`src/rtl/dino_jump_controller.sv`:
```
// dino_jump_controller: per-frame vertical position of the dinosaur.
// Ground/rising/falling FSM with integer velocity and constant gravity.
module dino_jump_controller #(
    parameter int GROUND_Y = 390,
    parameter int JUMP_VEL = 20,
    parameter int GRAVITY  = 1
) (
    input  logic       clk,
    input  logic       rst_n,
    input  logic       frame_tick,
    input  logic       jump_btn,
    input  logic       freeze,
    input  logic       restart,
    output logic [9:0] dino_y,
    output logic       airborne,
    output logic       jump_start
);

    typedef enum logic [1:0] {
        GROUND,
        RISING,
        FALLING
    } state_t;

    localparam logic        [9:0]  GY10 = 10'(GROUND_Y);
    localparam logic signed [10:0] GY11 = 11'(GROUND_Y);
    localparam logic        [9:0]  JV10 = 10'(JUMP_VEL);
    localparam logic signed [6:0]  JV7  = 7'(JUMP_VEL);
    localparam logic signed [6:0]  GR7  = 7'(GRAVITY);

    state_t             state;
    state_t             state_nx;
    logic [2:0]         sync;
    logic               btn_edge;
    logic               pending;
    logic               pending_nx;
    logic [9:0]         y;
    logic [9:0]         y_nx;
    logic signed [6:0]  v;
    logic signed [6:0]  v_nx;
    logic signed [6:0]  v_dec;
    logic signed [10:0] y_calc;
    logic               js_nx;

    // Two-flop synchroniser plus a third flop for rising-edge detection.
    always_ff @(posedge clk or negedge rst_n) begin
        if (!rst_n) begin
            sync <= 3'b000;
        end else begin
            sync <= {sync[1:0], jump_btn};
        end
    end

    assign btn_edge = sync[1] & ~sync[2];

    // Motion state registers; all outputs come straight from these flops.
    always_ff @(posedge clk or negedge rst_n) begin
        if (!rst_n) begin
            state      <= GROUND;
            y          <= GY10;
            v          <= 7'sd0;
            pending    <= 1'b0;
            jump_start <= 1'b0;
        end else begin
            state      <= state_nx;
            y          <= y_nx;
            v          <= v_nx;
            pending    <= pending_nx;
            jump_start <= js_nx;
        end
    end

    assign y_calc = $signed({1'b0, y}) - $signed({{4{v[6]}}, v});
    assign v_dec  = v - GR7;

    // Next state: restart beats freeze, freeze beats the frame tick.
    always_comb begin
        state_nx   = state;
        y_nx       = y;
        v_nx       = v;
        pending_nx = pending;
        js_nx      = 1'b0;
        if (restart) begin
            state_nx   = GROUND;
            y_nx       = GY10;
            v_nx       = 7'sd0;
            pending_nx = 1'b0;
        end else if (!freeze) begin
            if (btn_edge) begin
                pending_nx = 1'b1;
            end
            if (frame_tick) begin
                pending_nx = 1'b0;
                unique case (state)
                    GROUND: begin
                        if (pending || btn_edge) begin
                            state_nx = RISING;
                            y_nx     = GY10 - JV10;
                            v_nx     = JV7 - GR7;
                            js_nx    = 1'b1;
                        end
                    end
                    RISING, FALLING: begin
                        if (y_calc >= GY11) begin
                            state_nx = GROUND;
                            y_nx     = GY10;
                            v_nx     = 7'sd0;
                        end else begin
                            y_nx     = y_calc[9:0];
                            v_nx     = v_dec;
                            state_nx = (v_dec > 7'sd0) ? RISING : FALLING;
                        end
                    end
                    default: begin
                        state_nx = GROUND;
                        y_nx     = GY10;
                        v_nx     = 7'sd0;
                    end
                endcase
            end
        end
    end

    assign dino_y   = y;
    assign airborne = (state != GROUND);

endmodule

```
`config.mk`:
```
export PLATFORM = sky130hd
export DESIGN_NAME = dino_jump_controller
export DESIGN_NICKNAME = d
export VERILOG_FILES = /design/src/rtl/dino_jump_controller.sv
export SDC_FILE = /design/constraint.sdc
export NUM_CORES = 1
export LEC_CHECK = 0
export ABC_AREA = 0
export ABC_CLOCK_PERIOD_IN_PS = 3710
export CORE_AREA = 2 2 53 92
export DETAILED_ROUTE_END_ITERATION = 7
export DIE_AREA = 0 0 55 94
export PLACE_DENSITY_LB_ADDON = 0.1
export SYNTH_ARGS = -nofsm -noshare
export SYNTH_HDL_FRONTEND = slang
export SYNTH_SLANG_ARGS = --single-unit
```
`constraint.sdc`:
```
create_clock -name clk -period 3.71 [get_ports clk]
set_input_delay 0.742 -clock clk [delete_from_list [all_inputs] [get_ports clk]]
set_output_delay 0.742 -clock clk [all_outputs]
set_load 0.01 [all_outputs]
```
* Word level (Yosys, flattened, before mapping)
Index checks and enable logic that the tools add are counted.
Storage, ports and cells: output and inout port bits 12, word-level logic and storage cells 52, bits in registers 24, bits of input ports 6
Operators by class: add/subtract/negate cells 2, equality and inequality tests 4, muxes and demuxes 28, magnitude comparators 2, reductions and logical operators 8, bitwise gates (word level) 2
Operators by type and width (count):
- $mux W10 | 5
- $mux W7 | 5
- $pmux W10 S2 | 1
- $pmux W7 S2 | 1
- $mux W2 | 6
- $ge A11 B10 Y1 const B | 1
- $sub A11 B7 Y11 | 1
- $mux W1 | 9
- $gt A7 B1 Y1 const B | 1
- $sub A7 B2 Y7 const B | 1
- $pmux W2 S2 | 1
- $reduce_bool A2 Y1 | 2
- $ne A3 B3 Y1 const B | 1
- $reduce_and A3 Y1 | 1
- $reduce_bool A3 Y1 | 1
- $eq A2 B1 Y1 const B | 1
- $eq A2 B2 Y1 const B | 1
- $logic_not A2 Y1 | 1
- $ne A2 B1 Y1 const B | 1
- $reduce_and A2 Y1 | 1
- $reduce_or A2 Y1 | 1
- $and A1 B1 Y1 | 1
- $logic_or A1 B1 Y1 | 1
- $not A1 Y1 | 1

* Longest topological paths before layout
depth after elaboration 8, mapped depth 12, mapped depth without buffers 12

* Worst setup path before layout
No wires, ideal clock.
path kind register to register, start reg y[1], in the netlist dino_y[1], end reg v[4], required time 3.586 ns, clock period less this slack 2.702 ns, library setup time 0.124 ns, setup slack 1.008 ns, stages on the path, launching flop included 10, buffers on the path 0, arrival time 2.579 ns, path through dfstp_2 ha_1 nor2b_1 o31ai_2 a21boi_2 a211oi_1 a311o_1 a31o_4 a21o_1 a211o_1
On the way: cells in the longest elaborated chain, start to end 7
RTL lines:
- start: declaration | RTL line 37 | logic [9:0] y;
- start signal: assignment | RTL line 66 | y <= y_nx;
- $sub A11 B7 Y11 | RTL line 73 | assign y_calc = $signed({1'b0, y}) - $signed({{4{v[6]}}, v});
- $ge A11 B10 Y1 | RTL line 104 | if (y_calc >= GY11) begin
- $mux W7 | RTL line 104
- $pmux W7 S2 | RTL line 94 | unique case (state)
- $mux W7 | RTL line 92 | if (frame_tick) begin
- $mux W7 | RTL line 88 | end else if (!freeze) begin
- $mux W7 | RTL line 83 | if (restart) begin
- end signal: assignment | RTL line 67 | v <= v_nx;
- end: declaration | RTL line 39 | logic signed [6:0] v;
Every way passes these cells. The select of a mux whose other input is x is not followed. A chain may end at the register's enable or synchronous reset.

* Worst setup path after layout
Ends and elaborated chain as after synthesis.

==> flow_summary_export.csv <==
group,metric,value,unit
run_status,status,"finished, final reports clean",
timing,finalCritPeriodShare,81.3,%
yosys,synth_area,1690,sq um
clock_network,cts_root_buf,"clkbuf_8",
clock_network,cts.clk_slew.worst_paths,0.09,ns
yosys,synth_seq_cells,24,
route,routed_wirelength,4.31,mm
route,vias,1525,
power,ir_worst_vdd,0.270,mV
global_routing,grt_pass1_vias,1534,
timing,hold_viol,0,
yosys,ys_types,48,
floorplan,fp.dieArea,5170,sq um
power,power.density,341,nW/um^2
yosys,ys_seq_area_share,35.8,%
clock_network,cts_tree,"built",
floorplan,die_x,55,um
floorplan,fp-row-count,32,
clock_network,htree_levels,1,
global_routing,grt_max_degree,25,
placement,portBuffers,17,
clock_network,cts_made_buffers,3,
placement,gp_congestion,0.796,
setup_path,cp_slowest_cell,"dfstp_2",
clock_network,clk_path_buf_depth,2,
timing,finClkSkew,0.00297,ns
yosys,synth_edf_count,0,
clock_network,postCtsHoldBufs,0,
route,routedWlPerCell,16.7,um
timing,setup_viol,0,
timing,final.setup.tns,0,ns
clock_network,clock_latency,0.27,ns
final_layout,antennaDiodeCount,0,
global_routing,track_usage,18.6,%
yosys,synth_warnings,0,
yosys,synth_fp_nets,211,
clock_network,cts_resized,0,
global_routing,grt_antenna_before_repair,0,
setup_path,crit_chain,"ha_1 -> nor2b_1 -> o31ai_2 -> a21boi_2 -> a211oi_1 -> a311o_1 -> a31o_4 -> a21o_1 -> a211o_1",
final_layout,num-nets-final,230,
floorplan,initial_core_util,38.4,%
global_routing,overflow,0,
setup_path,crit_fanout,8,
global_routing,grt_pass1_wl,7.14,mm
setup_path,crit_buf_inv,0,
setup_path,cp.required,3.87,ns
worst_hold_path,hold_class,"reg -> reg",
yosys,avgSynthCellArea,8.90,sq um
yosys,synth_top_area_cell,"dfrtp_1",
timing,min_period,3.02,ns
route,drt_iter0_markers,59,
power,p_leak,0.853,nW
setup_path,cp_slowest_stage_delay,0.60,ns
timing,slew_viol_final,0,
timing,whs,0.367,ns
route,drc,0,
setup_path,critPathCaptureType,"register",
yosys,synth_area_leaders,"dfrtp_1 30%, ha_1 10%, dfstp_2 6.2%",
clock_network,cts_setup_buffers,0,
route,vias_per_cell,5.89,
yosys,synthFlopType,"dfrtp_1",
route,drtPass1Iterations,4,
placement,place_hpwl,3.28,mm
floorplan,core,4400,sq um
final_layout,area_delta_synth_final,17.4,%
yosys,synth_top_area_share,29.6,%
yosys,async_flop_share,100,%
timing,relSlewSlack,27.4,%
floorplan,fp.dieH,94,um
timing,rsz0062_at_grt,"false",
setup_path,path_class,"reg -> reg",
route,antenna_left,0,
setup_path,cp-start-kind,"register",
setup_path,crit_arrival,3.18,ns
job,maxCapViolations,0,
setup_path,crit_family,"compound AO/OA/AOI/OAI gates",
yosys,synthCells,190,
final_layout,nFillCells,436,
timing,worst_pin_slew,1.09,ns
floorplan,boundaryPins,18,
timing,fmax,331,MHz
clock_network,clock_sinks,24,
final_layout,drive_gt1_share,7.69,%
-- path summary, 6_finish.rpt --
| check | from | to | slack, ns | cells after the start |
|---|---|---|---|---|
| max | dino_y[1] | v[4] | 0.69 | 9 |
| min | sync[0] | sync[1] | 0.37 | 0 |
| max reg2reg | dino_y[1] | v[4] | 0.69 | 9 |
| min reg2reg | sync[0] | sync[1] | 0.37 | 0 |
| max in group asynchronous | rst_n | dino_y[5] | 2.01 | 1 |
| min in group asynchronous | rst_n | dino_y[3] | 1.05 | 1 |
-- stage by stage --
step | std cells | instance area [sq um] | power (W) | util (%) | worst slack, ns
final | 259 | 1990 | 0.000678 | 45.1 | 0.692
after global placement | 255 | 1910 | 0.000443 | 43.5 | 0.758
after global routing | 259 | 1990 | 0.000713 | 45.1 | 0.570
after CTS | 259 | 1990 | 0.000678 | 45.1 | 0.702
after detailed placement | 255 | 1910 | 0.000447 | 43.5 | 0.706
after floorplan | 190 | 1690 | 0.000396 | - | 1.01
-- power by group --
group          internal [W]  switching (W)
Clock              0.000144      0.0000896
Sequential         0.000272     0.00000847
Combinational     0.0000677      0.0000958
Total              0.000484       0.000194
-- Yosys cell counts (all sizes together) (2+ instances only) --
cell type  number
a21oi          21
dfrtp          20
inv            18
o21ai          15
ha             14
nand2          13
nor2           10
nand3           8
a21o            5
xnor2           5
dfstp           4
nand4           4
nor3            4
a211oi          3
a221o           3
a31oi           3
and3            3
clkbuf          3
nor2b           3
nor4            3
a211o           2
o211ai          2
o21a            2
o22ai           2
o31ai           2
xor2            2
-- worst register-to-register path: stages, from the launching register on --
cell,delay (ns)
dfstp_2,0.60
ha_1,0.24
nor2b_1,0.15
o31ai_2,0.39
a21boi_2,0.27
a211oi_1,0.08
a311o_1,0.43
a31o_4,0.30
a21o_1,0.16
a211o_1,0.29
-- per-layer routing --
metal  global-route usage, %  share of wire (%)
met1                    23.1                 42
met2                    31.3                 53
met3                    2.07                1.8
met4                    7.52                2.5
met5                       0                  0
-- cells in the final DEF, fill, tap and decap left out, types with 4 or more instances in the layout --
master and instances:
nand2_1 13, nor2_1 10, nand3_1 8, ha_1 14
dfrtp_1 20, inv_1 17, a21oi_1 20, xnor2_1 5
clkdlybuf4s50_1 17, a21o_1 5, dfstp_2 4, nor3_1 4
nand4_1 4, o21ai_0 14
-- registers in the layout, indices dropped and copies added (netlist names) --
signal and count:
pending 1, state 2, v 7, dino_y 10, jump_start 1, sync 3
-- area by class of cell --
type,instances,area (sq um),share of cell area [%]
Clock buffer,3,41.3,2.08
Clock inverter,1,30.0,1.51
Inverter,18,67.6,3.40
Multi-Input combinational cell,144,1000,50.3
Sequential cell,24,606,30.5
Tap cell,51,63.8,3.21
Timing Repair Buffer,18,178,8.95
-- kinds of logic after synthesis --
logic type | Yosys count | synth area share, %
DFF | 24 | 35.8
xor gates and xnor gates | 7 | 4.07
adders and majority gates | 15 | 11.5
and+or+nand+nor | 54 | 16.1
AOI/OAI and AO/OA | 68 | 27.4
buffers and inverters | 22 | 5.10
No activity file was read; power rests on OpenSTA's default activity.
==> variant 1, RTL diff (config.mk and constraints unchanged) <==
Register the inputs `frame_tick`, `jump_btn`, `freeze` and `restart` before use, with the module's reset. The logic sees them one clock later.
--- a/src/rtl/dino_jump_controller.sv
+++ b/src/rtl/dino_jump_controller.sv
@@ -28,6 +28,25 @@
     localparam logic signed [6:0]  JV7  = 7'(JUMP_VEL);
     localparam logic signed [6:0]  GR7  = 7'(GRAVITY);
 
+    logic frame_tick_q;
+    logic jump_btn_q;
+    logic freeze_q;
+    logic restart_q;
+
+    always_ff @(posedge clk or negedge rst_n) begin
+        if (!rst_n) begin
+            frame_tick_q <= '0;
+            jump_btn_q   <= '0;
+            freeze_q     <= '0;
+            restart_q    <= '0;
+        end else begin
+            frame_tick_q <= frame_tick;
+            jump_btn_q   <= jump_btn;
+            freeze_q     <= freeze;
+            restart_q    <= restart;
+        end
+    end
+
     state_t             state;
     state_t             state_nx;
     logic [2:0]         sync;
@@ -47,7 +66,7 @@
         if (!rst_n) begin
             sync <= 3'b000;
         end else begin
-            sync <= {sync[1:0], jump_btn};
+            sync <= {sync[1:0], jump_btn_q};
         end
     end
 
@@ -80,16 +99,16 @@
         v_nx       = v;
         pending_nx = pending;
         js_nx      = 1'b0;
-        if (restart) begin
+        if (restart_q) begin
             state_nx   = GROUND;
             y_nx       = GY10;
             v_nx       = 7'sd0;
             pending_nx = 1'b0;
-        end else if (!freeze) begin
+        end else if (!freeze_q) begin
             if (btn_edge) begin
                 pending_nx = 1'b1;
             end
-            if (frame_tick) begin
+            if (frame_tick_q) begin
                 pending_nx = 1'b0;
                 unique case (state)
                     GROUND: begin
Check against the original RTL: not equivalent (a bounded check fails within 4 cycles, from zero or initial values and one cycle with rst_n low).
==> variant 1 against the unedited design <==
- count of clock-buffer cells in the layout did not move
- cell area rose by 6.2%
- worst setup slack got worse by 0.17 ns
- wire length rose by 0.83%
- via count rose by 0.79%
- largest cell class unchanged
- non-clock buffer count rose by 1
- synthesized area rose by 8.0%
- sequential cell count rose by 4
Power is not compared: it rests on default switching activity, and its combinational part moved more than twofold at a synthesized area within 25%.
==> variant 1: results (changes against the unedited design) <==
Status
The flow ran to the end, and the final reports show no timing, DRC or antenna violations.

Worst hold path
The path type of the worst min-delay path is reg2reg.

Routing
The initial DRC count is 39 (-34%). The aggregate routed wire length was 4.35 mm (+0.83%). The detailed-route via count is 1537 (+0.79%). The number of iterations in the first detailed-routing pass is 4 (unchanged).

Timing
The worst hold slack is 0.358 ns (-0.00825 ns). The final number of max-transition violations came to 0 (unchanged). The worst slew margin relative to its limit is 27.3% (-0.11 points). The largest clock skew in the final design is 0.00517 ns (+0.00220 ns).

Global route
The first-pass GRT wire length was 7.20 mm (+0.77%). The number of global-route vias before repair was 1556 (+1.4%). The number of antenna violations at the first check in global routing is 0 (unchanged). The overall track demand over capacity in global routing came to 19.0% (+0.45 points). The largest net degree at the start of global routing is 26 (+4.0%).

Layout
The net total in the final layout was 237 (+3.0%). The flip-flop count of the largest register after layout came to 10 (unchanged). The total of fill cells in the finished design is 447 (+2.5%). The antenna diode count is 0 (unchanged). The layout cell share with drive strength beyond 1 came to 7.44% (-0.25 points). The count of non-filler cells in the finished layout was 266 (+2.7%).

Critical path
The library cell contributing the largest single delay on the critical path is sky130_fd_sc_hd__dfrtp_1. The biggest cell delay along the critical path was 0.45 ns (-0.15 ns). The top fanout value on the critical path was 9 (+1). The cell class contributing the biggest share of worst-path delay is compound AO/OA/AOI/OAI gates.

Clock network
The maximum clock path buffer count is 2 (unchanged). The total clock buffers created by CTS is 3 (unchanged). The post-CTS setup buffer count is 0 (unchanged). After clock tree synthesis, the clock-pin slew on the worst setup and hold paths is around 0.10 ns. The clock latency on the worst-skew pair is ~0.28 ns.

The count of H-tree levels built during CTS is 1 (unchanged).

Placement
The half-perimeter wire length after detailed placement came to 3.43 mm (+4.5%). The placer's final routability congestion estimate is 0.909 (+14%). The number of input and output port buffers inserted came to 17 (unchanged). The count of placed standard cells including taps was 262 (+2.7%). The worst slack at placement is 0.548 ns (-0.158 ns).

Yosys
The most used flip-flop cell after synthesis is sky130_fd_sc_hd__dfrtp_1. The count of cell types in the netlist came to 47 (-2.1%). By area the synthesized netlist is led by sky130_fd_sc_hd__dfrtp_1 (33%), sky130_fd_sc_hd__ha_1 (9.6%), sky130_fd_sc_hd__dfstp_2 (5.8%).

The register area share after synthesis came to 38.6% (+2.8 points). The cell with the most instances after synthesis is sky130_fd_sc_hd__dfrtp_1. The number of nets in the synthesized netlist came to 219 (+3.8%). The count of synthesis-stage warnings from yosys is 0 (unchanged). The async set or reset register ratio after synthesis was 100% (unchanged).

The post-synthesis average cell area is 9.23 sq um (+3.6%). The commonest cells after synthesis are sky130_fd_sc_hd__dfrtp_1 (24), sky130_fd_sc_hd__inv_1 (22), sky130_fd_sc_hd__nand2_1 (17).

Pwr
The leakage power of the design is a little over 0.0009 uW.
[variant 1: cell types whose count changed in the layout (fill, tap and decap cells not counted), sizes merged, moves of 3 or more]
cell    delta
a21oi     -12
a221o      -3
o31ai      +4
dfrtp      +4
o311ai     +4
nand2      +4
inv        +4
nor3       +5
a22o       +3
or2        +3
o21ai      -9
[variant 1: worst reg2reg max path: stages (launching register included)]
cell                       delay (ns)
sky130_fd_sc_hd__dfrtp_1         0.45
sky130_fd_sc_hd__ha_1            0.20
sky130_fd_sc_hd__inv_1           0.06
sky130_fd_sc_hd__fa_1            0.42
sky130_fd_sc_hd__a211o_1         0.31
sky130_fd_sc_hd__o211ai_1        0.09
sky130_fd_sc_hd__a211oi_1        0.13
sky130_fd_sc_hd__o21a_1          0.21
sky130_fd_sc_hd__a211oi_1        0.36
sky130_fd_sc_hd__a41o_1          0.34
sky130_fd_sc_hd__or2_1           0.34
sky130_fd_sc_hd__o311ai_1        0.14
[variant 1: kinds of logic (layout without fill, tap and decap cells)]
kind of cell	Yosys count	after routing	share of synthesized area, %
adders and majority gates	15	15	10.7
and+or+nand+nor	58	58	15.5
AOI/OAI and AO/OA	60	60	24.2
DFF	28	28	38.6
buffers and inverters	28	45	6.64
xor gates and xnor gates	9	9	4.32
[variant 1: per-layer routing]
layer  share of wire (%)  routed length, microns  vias up  GRT usage [%]
met5                   0                       0        -              0
met4                 2.1                      91        0           7.93
met3                 2.3                     100        8           1.59
met2                  55                    2370       25           34.6
met1                  41                    1780      751           21.3
li1                    -                       -      753              -
[variant 1: report_power, final]
| group | leakage (uW) | switching, uW | total (uW) | internal, uW |
|---|---|---|---|---|
| registers | 0.000358 | 36.6 | 378 | 342 |
| logic | 0.000517 | 427 | 707 | 281 |
| clock network | 0.0000357 | 96.7 | 241 | 145 |
[variant 1: worst paths after layout]
path | startpoint | end | slack (ns) | cells past startpoint
worst max-delay path | v[0] | dino_y[6] | 0.52 | 11
worst min-delay path | sync[0] | sync[1] | 0.36 | 0
worst max register to register | v[0] | dino_y[6] | 0.52 | 11
worst min register to register | sync[0] | sync[1] | 0.36 | 0
max in group asynchronous | rst_n | dino_y[8] | 1.91 | 2
min in group asynchronous | rst_n | v[0] | 1.05 | 1
[variant 1: area by class of cell]
type | count | area [sq um] | share of cell area (%)
multi-input combinational | 142 | 1000 | 47.4
clock buffer | 3 | 41.3 | 1.96
clock inverter | 1 | 30.0 | 1.42
inverter | 22 | 82.6 | 3.92
tap | 51 | 63.8 | 3.03
sequential | 28 | 706 | 33.5
timing repair buffer | 19 | 185 | 8.78
[variant 1: metrics by stage]
stage	total power [uW]	util [%]	area [sq um]
after global routing	1420	47.9	2110
after detailed placement	1080	46.3	2040
final	1330	47.9	2110
after CTS	1330	47.9	2110
after global placement	1060	46.3	2040
after floorplan	946	-	1830
==> variant 2, RTL diff (config.mk and constraints unchanged) <==
Made on the original files. `JUMP_VEL`: 20 -> 16.
--- a/src/rtl/dino_jump_controller.sv
+++ b/src/rtl/dino_jump_controller.sv
@@ -2,7 +2,7 @@
 // Ground/rising/falling FSM with integer velocity and constant gravity.
 module dino_jump_controller #(
     parameter int GROUND_Y = 390,
-    parameter int JUMP_VEL = 20,
+    parameter int JUMP_VEL = 16,
     parameter int GRAVITY  = 1
 ) (
     input  logic       clk,
Check against the original RTL: not equivalent (Yosys sat finds a counterexample within 4 cycles, from zero or initial values and one cycle with rst_n low).
==> variant 2 against the unedited design <==
- cell area is essentially flat
- wire length up 3.2%
- count of clock-buffer cells in the layout rose by 1
- maximum frequency fell by 3.7%
- power shrank 5.2%
- synthesized cell count decreased by 5.8%
- utilization about the same
- final cell count fell by 3.5%
- sequential cell count did not move
- synthesized area is 0.44% higher
- worst setup slack lost 0.12 ns
- non-clock buffer count did not move
- worst hold slack lost 0.0047 ns
- largest cell class unchanged
- highest routed layer unchanged
==> variant 2: results (changes against the unedited design) <==
Routing
The aggregate routed wire length is 4.45 mm (+3.2%). The initial DRC count is 40 (-32%). The detailed-route via count is 1465 (-3.9%).

Pwr
The maximum vdd ir drop was 0.279 mV (+3.2%). The net load switching power came to 206 uW (+6.1%). The leakage power of the design was 0.000803 uW (-5.9%).

Timing
The largest clock skew in the final design came to 0.00588 ns (+0.00290 ns). The worst slew margin relative to its limit was 27.4% (+0.043 points).

Placement
The half-perimeter wire length after detailed placement was 3.61 mm (+10%). The placer's final routability congestion estimate is 0.854 (+7.3%).

Global route
The overall track demand over capacity in global routing was 19.1% (+0.53 points). The global routing usage on met1 was 22.0% (-1.1 points). The routing usage on met3 is 1.11% (-0.96 points).

The global routing met2 resource utilization was 35.2% (+3.9 points). The first-pass GRT wire length is 7.24 mm (+1.4%).

Yosys
The count of cell types in the netlist is 49 (+2.1%). Ranked by total cell area, the synthesized netlist is headed by sky130_fd_sc_hd__dfrtp_1 (29%), sky130_fd_sc_hd__ha_1 (10%), sky130_fd_sc_hd__dfstp_2 (6.2%). The async set or reset register ratio after synthesis came to 100% (unchanged). The register area share after synthesis is 35.6% (-0.16 points). The count of mapped cells out of synthesis is 179 (-5.8%).

By count the netlist is led by sky130_fd_sc_hd__dfrtp_1 (20), sky130_fd_sc_hd__a21oi_1 (14), sky130_fd_sc_hd__ha_1 (14), sky130_fd_sc_hd__inv_1 (14), sky130_fd_sc_hd__nand2_1 (13). The number of nets in the synthesized netlist came to 200 (-5.2%).

Critical path
The top fanout value on the critical path is 9 (+1). The critical path arrival was 3.33 ns (+0.15 ns).

Layout
The layout cell share with drive strength beyond 1 is 10.1% (+2.4 points). The net total in the final layout is 221 (-3.9%). The total of fill cells in the finished design is 450 (+3.2%). The count of non-filler cells in the finished layout was 250 (-3.5%).

Status
The run finished with clean final reports.
variant 2: final timing paths:
check / start / endpoint / slack [ns] / cells past startpoint
setup / recovery: v[0] / dino_y[8] / 0.58 / 10
hold / removal: sync[0] / sync[1] / 0.36 / 0
setup reg to reg: v[0] / dino_y[8] / 0.58 / 10
hold reg to reg: sync[0] / sync[1] / 0.36 / 0
max in group asynchronous: rst_n / state[0] / 2.00 / 1
min in group asynchronous: rst_n / sync[0] / 1.06 / 1
variant 2: power groups by stage:
stage                     Clock, uW  Combinational (uW)  Sequential [uW]
after floorplan                   0                 129              284
after global placement            0                 182              285
after detailed placement          0                 185              285
after CTS                       184                 186              280
after global routing            195                 204              282
final                           178                 184              280
variant 2: final cells by class:
| type | instances | area [sq um] | share of cell area [%] |
|---|---|---|---|
| multi-input combinational | 138 | 1030 | 51.8 |
| timing repair buffer | 18 | 178 | 8.94 |
| sequential | 24 | 606 | 30.5 |
| inverter | 15 | 56.3 | 2.83 |
| clock buffer | 4 | 55.1 | 2.77 |
| tap | 51 | 63.8 | 3.21 |
variant 2: per-layer routing:
layer,up-vias,wire (microns)
li1,719,-
met1,723,1800
met2,17,2540
met3,6,41
met4,0,72
met5,-,0
variant 2: stage by stage:
stage / instance area [sq um] / util, % / setup slack [ns] / hold slack (ns) / total power [uW]
after floorplan: 1700 / - / 1.07 / 0.331 / 414
after global placement: 1930 / 43.9 / 0.586 / 0.345 / 467
after detailed placement: 1930 / 43.9 / 0.556 / 0.336 / 470
after CTS: 1990 / 45.1 / 0.551 / 0.366 / 650
after global routing: 1990 / 45.1 / 0.414 / 0.381 / 680
final: 1990 / 45.1 / 0.577 / 0.362 / 642
variant 2: kinds of logic after synthesis:
kind of cell | share of synthesized area (%)
AO/OA/AOI/OAI | 27.7
adder cells (fa/ha/maj) | 11.5
flip-flops | 35.6
buffers and inverters | 3.83
XOR/XNOR | 3.61
AND/OR/NAND/NOR | 17.7
variant 2: worst max-delay path, stage by stage, from the launching register on:
cell and delay (ns):
sky130_fd_sc_hd__dfrtp_1 0.48, sky130_fd_sc_hd__ha_1 0.26, sky130_fd_sc_hd__inv_1 0.07, sky130_fd_sc_hd__fa_1 0.44, sky130_fd_sc_hd__a211oi_2 0.27, sky130_fd_sc_hd__o21ai_1 0.17, sky130_fd_sc_hd__xnor2_1 0.29, sky130_fd_sc_hd__nand4_1 0.21
sky130_fd_sc_hd__o2111ai_4 0.37, sky130_fd_sc_hd__nand4_2 0.20, sky130_fd_sc_hd__o221a_1 0.30
